==> config.mk <==
export PLATFORM = sky130hd
export DESIGN_NAME = bcd_scan_display
export DESIGN_NICKNAME = d
export VERILOG_FILES = /design/src/rtl/bcd_scan_display_pkg.sv /design/src/rtl/seg7_decode.sv /design/src/rtl/bcd_scan_display.sv
export SDC_FILE = /design/constraint.sdc
export NUM_CORES = 1
export LEC_CHECK = 0
export BUFFER_PORTS_ARGS = -buffer_cell sky130_fd_sc_hd__buf_2
export CAP_MARGIN = 0
export CORE_MARGIN = 2
export CORE_UTILIZATION = 40
export CTS_CLUSTER_SIZE = 28
export DETAILED_ROUTE_END_ITERATION = 8
export PLACE_DENSITY = 0.6
export SYNTH_ARGS = -nofsm -noshare
export SYNTH_HDL_FRONTEND = slang
export SYNTH_HIERARCHICAL = 1
export SYNTH_SLANG_ARGS = --single-unit
==> constraint.sdc <==
create_clock -name clk -period 7.1 [get_ports clk]
set_clock_uncertainty 0.1 [all_clocks]
set_input_delay 0.71 -clock clk [delete_from_list [all_inputs] [get_ports clk]]
set_output_delay 0.71 -clock clk [all_outputs]
set_load 0.02 [all_outputs]
==> src/rtl/bcd_scan_display_pkg.sv <==
// Shared constants for the multiplexed 4-digit BCD display: segment patterns
// (active-low {g,f,e,d,c,b,a}) and the default prescaler width.
package bcd_scan_display_pkg;

  localparam int unsigned DIV_BITS_DEFAULT = 17;

  localparam logic [6:0] SEG_D0 = 7'b1000000;
  localparam logic [6:0] SEG_D1 = 7'b1111001;
  localparam logic [6:0] SEG_D2 = 7'b0100100;
  localparam logic [6:0] SEG_D3 = 7'b0110000;
  localparam logic [6:0] SEG_D4 = 7'b0011001;
  localparam logic [6:0] SEG_D5 = 7'b0010010;
  localparam logic [6:0] SEG_D6 = 7'b0000010;
  localparam logic [6:0] SEG_D7 = 7'b1111000;
  localparam logic [6:0] SEG_D8 = 7'b0000000;
  localparam logic [6:0] SEG_D9 = 7'b0010000;

  // Shown for non-BCD nibbles (segment g only lit)
  localparam logic [6:0] SEG_DASH  = 7'b0111111;
  // All segments off
  localparam logic [6:0] SEG_BLANK = 7'b1111111;

  // Extract nibble idx from a packed 4-digit BCD word
  function automatic logic [3:0] bcd_nibble(input logic [15:0] word,
                                            input logic [1:0]  idx);
    return word[{idx, 2'b00} +: 4];
  endfunction

endpackage

==> src/rtl/seg7_decode.sv <==
// Combinational BCD-to-7-segment decoder with blanking; non-BCD inputs show
// a dash and are never blanked.
module seg7_decode
  import bcd_scan_display_pkg::*;
(
  input  logic [3:0] digit_i,
  input  logic       blank_i,
  output logic [6:0] seg_o
);

  // Pattern lookup; blanking only applies to valid BCD digits
  always_comb begin
    seg_o = SEG_DASH;
    case (digit_i)
      4'd0: seg_o = SEG_D0;
      4'd1: seg_o = SEG_D1;
      4'd2: seg_o = SEG_D2;
      4'd3: seg_o = SEG_D3;
      4'd4: seg_o = SEG_D4;
      4'd5: seg_o = SEG_D5;
      4'd6: seg_o = SEG_D6;
      4'd7: seg_o = SEG_D7;
      4'd8: seg_o = SEG_D8;
      4'd9: seg_o = SEG_D9;
      default: seg_o = SEG_DASH;
    endcase
    if (blank_i && (digit_i <= 4'd9)) begin
      seg_o = SEG_BLANK;
    end
  end

endmodule

==> src/rtl/bcd_scan_display.sv <==
// Time-multiplexed 4-digit 7-segment driver: a free-running prescaler steps
// the digit index, a shadow register holds the displayed value, and seg/an
// are registered one cycle behind the index/shadow state.
module bcd_scan_display
  import bcd_scan_display_pkg::*;
#(
  parameter int unsigned DIV_BITS = DIV_BITS_DEFAULT
) (
  input  logic        clk,
  input  logic        rst,
  input  logic        load,
  input  logic [15:0] bcd_in,
  input  logic        blank_lz,
  output logic [6:0]  seg,
  output logic [3:0]  an
);

  logic [DIV_BITS-1:0] presc_q, presc_d;
  logic [1:0]          idx_q, idx_d;
  logic [15:0]         shadow_q, shadow_d;
  logic [6:0]          seg_q, seg_d;
  logic [3:0]          an_q, an_d;

  logic                tick;
  logic [3:0]          cur_digit;
  logic                lead_zero;
  logic                blank;
  logic                z3, z2, z1;

  // Next-state for prescaler, digit index and shadow register
  always_comb begin
    tick     = &presc_q;
    presc_d  = presc_q + DIV_BITS'(1);
    idx_d    = tick ? (idx_q + 2'd1) : idx_q;
    shadow_d = load ? bcd_in : shadow_q;
  end

  // Leading-zero detection for the currently selected digit
  always_comb begin
    z3 = (shadow_q[15:12] == 4'd0);
    z2 = (shadow_q[11:8]  == 4'd0);
    z1 = (shadow_q[7:4]   == 4'd0);
    lead_zero = 1'b0;
    case (idx_q)
      2'd3:    lead_zero = z3;
      2'd2:    lead_zero = z3 & z2;
      2'd1:    lead_zero = z3 & z2 & z1;
      default: lead_zero = 1'b0;
    endcase
    blank     = blank_lz & lead_zero;
    cur_digit = bcd_nibble(shadow_q, idx_q);
  end

  seg7_decode u_decode (
    .digit_i (cur_digit),
    .blank_i (blank),
    .seg_o   (seg_d)
  );

  // Digit enable for the selected index (active-low one-hot)
  always_comb begin
    an_d = ~(4'b0001 << idx_q);
  end

  // All state registers; reset leaves the display dark
  always_ff @(posedge clk or negedge rst) begin
    if (!rst) begin
      presc_q  <= '0;
      idx_q    <= '0;
      shadow_q <= '0;
      seg_q    <= SEG_BLANK;
      an_q     <= '1;
    end else begin
      presc_q  <= presc_d;
      idx_q    <= idx_d;
      shadow_q <= shadow_d;
      seg_q    <= seg_d;
      an_q     <= an_d;
    end
  end

  assign seg = seg_q;
  assign an  = an_q;

endmodule

# After elaboration in Yosys (flattened, before gate mapping)

Memories as Yosys holds them, arrays and structs flattened.
Index checks and enable logic that the tools add are counted.

Bits in registers: 46
ROM bits: 112
Input bits: 20
Output and inout port bits: 11
Logic and storage cells: 25
Memories kept: 1

Memories:

| memory          | words | bits a word | rd ports | clocked after Yosys merged registers in | wr ports | line              | text |
|---|---|---|---|---|---|---|---|
| (no name shown) | 16    | 7           | 1        | 0                                       | 0        | seg7_decode.sv:14 | `case (digit_i)` |

Add/sub/neg operators: 2
$lt $le $gt $ge: 1
Equal/unequal tests: 3
Shift-type cells: 2
Mux-type cells: 2
Bitwise gates (word level): 4
Reduce and logical (&&, ||, !) cells: 5

Operator list:

| operator                                         | count |
|---|---|
| adder 17 x 1 -> 17 bit (second input constant)   | 1 |
| AND reduction 17 bit                             | 1 |
| indexed part select 16 x 5 -> 4 bit              | 1 |
| zero test 4 bit                                  | 3 |
| two-way mux 7 bit                                | 1 |
| == test 2 bit (second input constant)            | 2 |
| <= comparator 4 bit (second input constant)      | 1 |
| NOT 4 bit                                        | 1 |
| << shifter 1 x 2 -> 4 bit (first input constant) | 1 |
| bitwise AND 1 bit                                | 3 |
| case mux 1 bit (3 select lines)                  | 1 |
| adder 2 x 1 -> 2 bit (second input constant)     | 1 |
| == test 2 x 1 -> 1 bit (second input constant)   | 1 |
| logical AND 1 bit                                | 1 |

# Depth between registers and ports, before layout

Word-level depth: 7
Depth in mapped cells: 9
Depth with buffers taken out: 8

# Cells and area by module

Netlist, hierarchy kept.

By module, submodules not included:

| module           | times used | cells each | area each (um2) | sequential area each (um2) |
|---|---|---|---|---|
| bcd_scan_display | 1          | 129        | 1,884.3         | 1,164.9 |
| seg7_decode      | 1          | 33         | 217.7           | 0.0 |

# Worst setup path after synthesis

No wires, ideal clock.

Path kind: register to register
Start: reg idx_q[0]
End: reg seg_q[0], in the netlist seg[0]
Setup time: 0.086 ns
Data arrival time: 2.134 ns
Required time: 6.914 ns
Setup slack: 4.780 ns
Cell stages (with the launch flop): 7
Path buffers: 1
Period minus slack after synthesis: 2.320 ns
Path through: dfrtp_1 -> clkbuf_1 -> mux4_2 -> ha_1 -> or3b_1 -> a21oi_2 -> o21ai_1

Elaborated cells on any way between the ends: 10
Those cells by class: order compare (1); eq/ne (3); shift (1); mux (2); bitwise (1); reduce/logical (1); memory (1)

RTL lines:

| item                                  | line                       | text |
|---|---|---|
| start: declaration                    | bcd_scan_display.sv:19     | `logic [1:0] idx_q, idx_d;` |
| start signal: assignment              | bcd_scan_display.sv:75     | `idx_q <= idx_d;` |
| indexed part select 16 x 5 -> 4 bit * | bcd_scan_display_pkg.sv:26 | `return word[{idx, 2'b00} +: 4];` |
| via cur_digit[0]                      | bcd_scan_display.sv:25     | `logic [3:0] cur_digit;` |
| <= comparator 4 bit                   | seg7_decode.sv:27          | `if (blank_i && (digit_i <= 4'd9)) begin` |
| logical AND 1 bit                     | seg7_decode.sv:27          |  |
| two-way mux 7 bit *                   | seg7_decode.sv:27          |  |
| via seg_d[0]                          | bcd_scan_display.sv:21     | `logic [6:0] seg_q, seg_d;` |
| end signal: assignment                | bcd_scan_display.sv:77     | `seg_q <= seg_d;` |
| end: declaration                      | bcd_scan_display.sv:21     |  |

Mark *: on every way through the listed nets, which the timed path passes. The rest lies on a longest branch.
A chain may end at the register's enable or synchronous reset.

# Worst setup path in the final report

Ends and elaborated chain as after synthesis.

==> results.toml <==
[synthesis]
synth_edf_count = 0
syn_inst = 162
postSynthAreaPerCell_um2 = 12.98
synthesis.nets = 194
synth_xor_area_share_pct = 6.250
synthFlopType = "dfrtp_1"
synth_top_area_share_pct = 41.67
synth.yosys.seq_area_share_pct = 55.42
synth.area.mux_share_pct = 13.51
synthTopCellsByArea = "dfrtp_1 (42%), dfstp_2 (14%), mux2_2 (8.6%)"
synth_cell_type_count = 34
synthArstFlopShare_pct = 100.0
synth_top_family_by_area = "multiplexers"
syn_area_um2 = 2102
synth_fa_ha_area_share_pct = 7.143
synth_seq_cells = 46
synth_compound_area_share_pct = 4.345
synth_top_area_cell = "dfrtp_1"
synth-simple-area-share_pct = 10.36
yosys_warnings = 6

[timing]
tightestPinTransition_ns = 0.9456
relSlewSlack_pct = 36.96
clock.fmax_ghz = 0.4321
setup_violations = 0
finalHoldViolCount = 0
rsz0062_at_grt = "no"
worst_slack_ns = 4.786
finalCritPeriodShare_pct = 32.59
holdWs_ns = 0.3825
post-route-min-period_ns = 2.314
tns_ns = 0
slew_violations = 0

[cts]
post_cts_resized = 0
cts_max_level = 2
cts_tree = "built"
clk_pin_slew_ns = 0.09
clk_root_buffer_cell = "clkbuf_8"
cts_num_sinks = 46
insertion_delay_ns = 0.30
cts_buffer_depth = 2
numCtsBuffers = 5
cts_hold_buf = 0
cts_setup_buffers = 0

[floorplan]
die_w_um = 76.49
io_pins = 31
die_h_um = 76.49
coreArea_um2 = 5075
rows = 26
start_util_pct = 41.42
design.die.area_um2 = 5851

[critical_path]
max_stage_delay_ns = 0.60
crit_path_end_kind = "flop"
cp.arrival_ns = 2.44
cpMaxStageDelayCell = "mux4_2"
crit_type = "reg -> reg"
worst_path_dominant_cell_family = "multiplexers"
cp_max_fo = 8
path_cells = "mux4_2, ha_1, or3b_1, a21oi_2, o21ai_1"
path_buf_inv = 0
cp-start-kind = "flop"
cp.required_ns = 7.22

[routing]
first_pass_iters = 4
drt-total-wl_mm = 3.561
drc = 0
drt_iter0_drc = 33
wl_per_cell_um = 13.44
antenna_violating_nets_post_route = 0
num_vias = 1326
vias_per_cell = 5.004

[grt]
grtUsageTotal_pct = 13.58
grt_pass1_wl_mm = 6.334
antenna_found_initial = 0
grt_start_max_net_pins = 47
overflow = 0
grt_pass1_vias = 1427

[power_and_ir_drop]
p_per_area_nw_per_um2 = 225.1
leakage_nw = 1.133
peakVddDrop_mv = 0.09001

[placement]
post-place-ws_ns = 4.789
gp_congestion = 0.8196
portBuffers = 30
dp_cells = 257
hpwl_mm = 2.657

[run_status]
status = "complete, no violations"

[job]
maxCapViolCount = 0

[layout]
multi_input_area_um2 = 874.6
fillers = 476
antenna_cells = 0
syn2layout_area_growth_pct = 15.54
utilization_pct = 47.86
drive_above_1_share_pct = 36.41
regArea_um2 = 1165
nets = 226
fin_cells = 265

[hold_path]
hp-class = "reg -> reg"
final cells by class:
class                      count  share of cell area, %
sequential                    46                  47.97
multi-input combinational    101                  36.01
timing repair buffer          30                  6.182
tap                           70                  3.606
clock buffer                   5                  2.834
clock inverter                 3                  1.855
inverter                      10                  1.546
stage by stage:
step | instance area [µm²] | power, mW
final | 2429 | 0.5466
after global routing | 2429 | 0.5730
after CTS | 2429 | 0.5510
after detailed placement | 2315 | 0.3582
after global placement | 2315 | 0.3564
after floorplan | 2102 | 0.3352
power breakdown:
part | internal (mW) | switching [mW]
combinational | 0.0273 | 0.0349
sequential | 0.282 | 0.00853
clock | 0.105 | 0.0893
total | 0.414 | 0.133
cell usage after synthesis, drive strengths merged, types with 3 or more instances:
library cell and count:
xnor2 8, mux4 4, a21oi 3, dfrtp 35
ha 12, inv 10, nor2 7, mux2 16
buf 3, and3 5, dfstp 11, o21ai 8
nand4 4, xor2 7, nand2 8, nand3 5
kinds of logic (layout without fill, tap and decap cells):
kind of cell,count (synthesis),count (layout)
buffers and inverters,15,48
flip-flops,46,46
AO/OA/AOI/OAI,15,15
AND/OR/NAND/NOR,38,38
multiplexers,21,21
XOR/XNOR,15,15
adder cells (fa/ha/maj),12,12
registers in the layout (all words and copies together), names as in the netlist:
name and cells:
presc_q 17, seg 7, an 4, idx_q 2, shadow_q 16
layer usage:
| layer | wire length, µm | up-vias | part of all wire (%) | GRT usage (%) |
|---|---|---|---|---|
| li1 | - | 625 | - | - |
| met1 | 1630 | 655 | 46 | 17.66 |
| met2 | 1690 | 38 | 47 | 20.80 |
| met3 | 177 | 8 | 5.0 | 3.555 |
| met4 | 63 | 0 | 1.8 | 7.273 |
| met5 | 0 | - | 0 | 0 |
worst paths after layout:
check                                  from          end  slack [ns]  cells after the start
worst min-delay path            presc_q[15]  presc_q[15]        0.38                      1
max in group asynchronous               rst   presc_q[6]        5.86                      1
min in group asynchronous               rst  shadow_q[7]        0.46                      1
worst max register to register     idx_q[0]       seg[0]        4.79                      5
worst min register to register  presc_q[15]  presc_q[15]        0.38                      1
worst max-delay path               idx_q[0]       seg[0]        4.79                      5
placed cells by master, fill, tap and decap left out, types with 4 or more instances in the layout:
| cell | instances |
|---|---|
| dfstp_2 | 11 |
| clkbuf_8 | 5 |
| ha_1 | 12 |
| o21ai_1 | 4 |
| mux2_2 | 16 |
| inv_1 | 10 |
| nand3_1 | 5 |
| o21ai_0 | 4 |
| buf_2 | 30 |
| dfrtp_1 | 35 |
| and3_1 | 5 |
| nand2_1 | 8 |
| xnor2_1 | 8 |
| xor2_1 | 7 |
| nor2_1 | 7 |
Power figures use the tool's default switching activity.
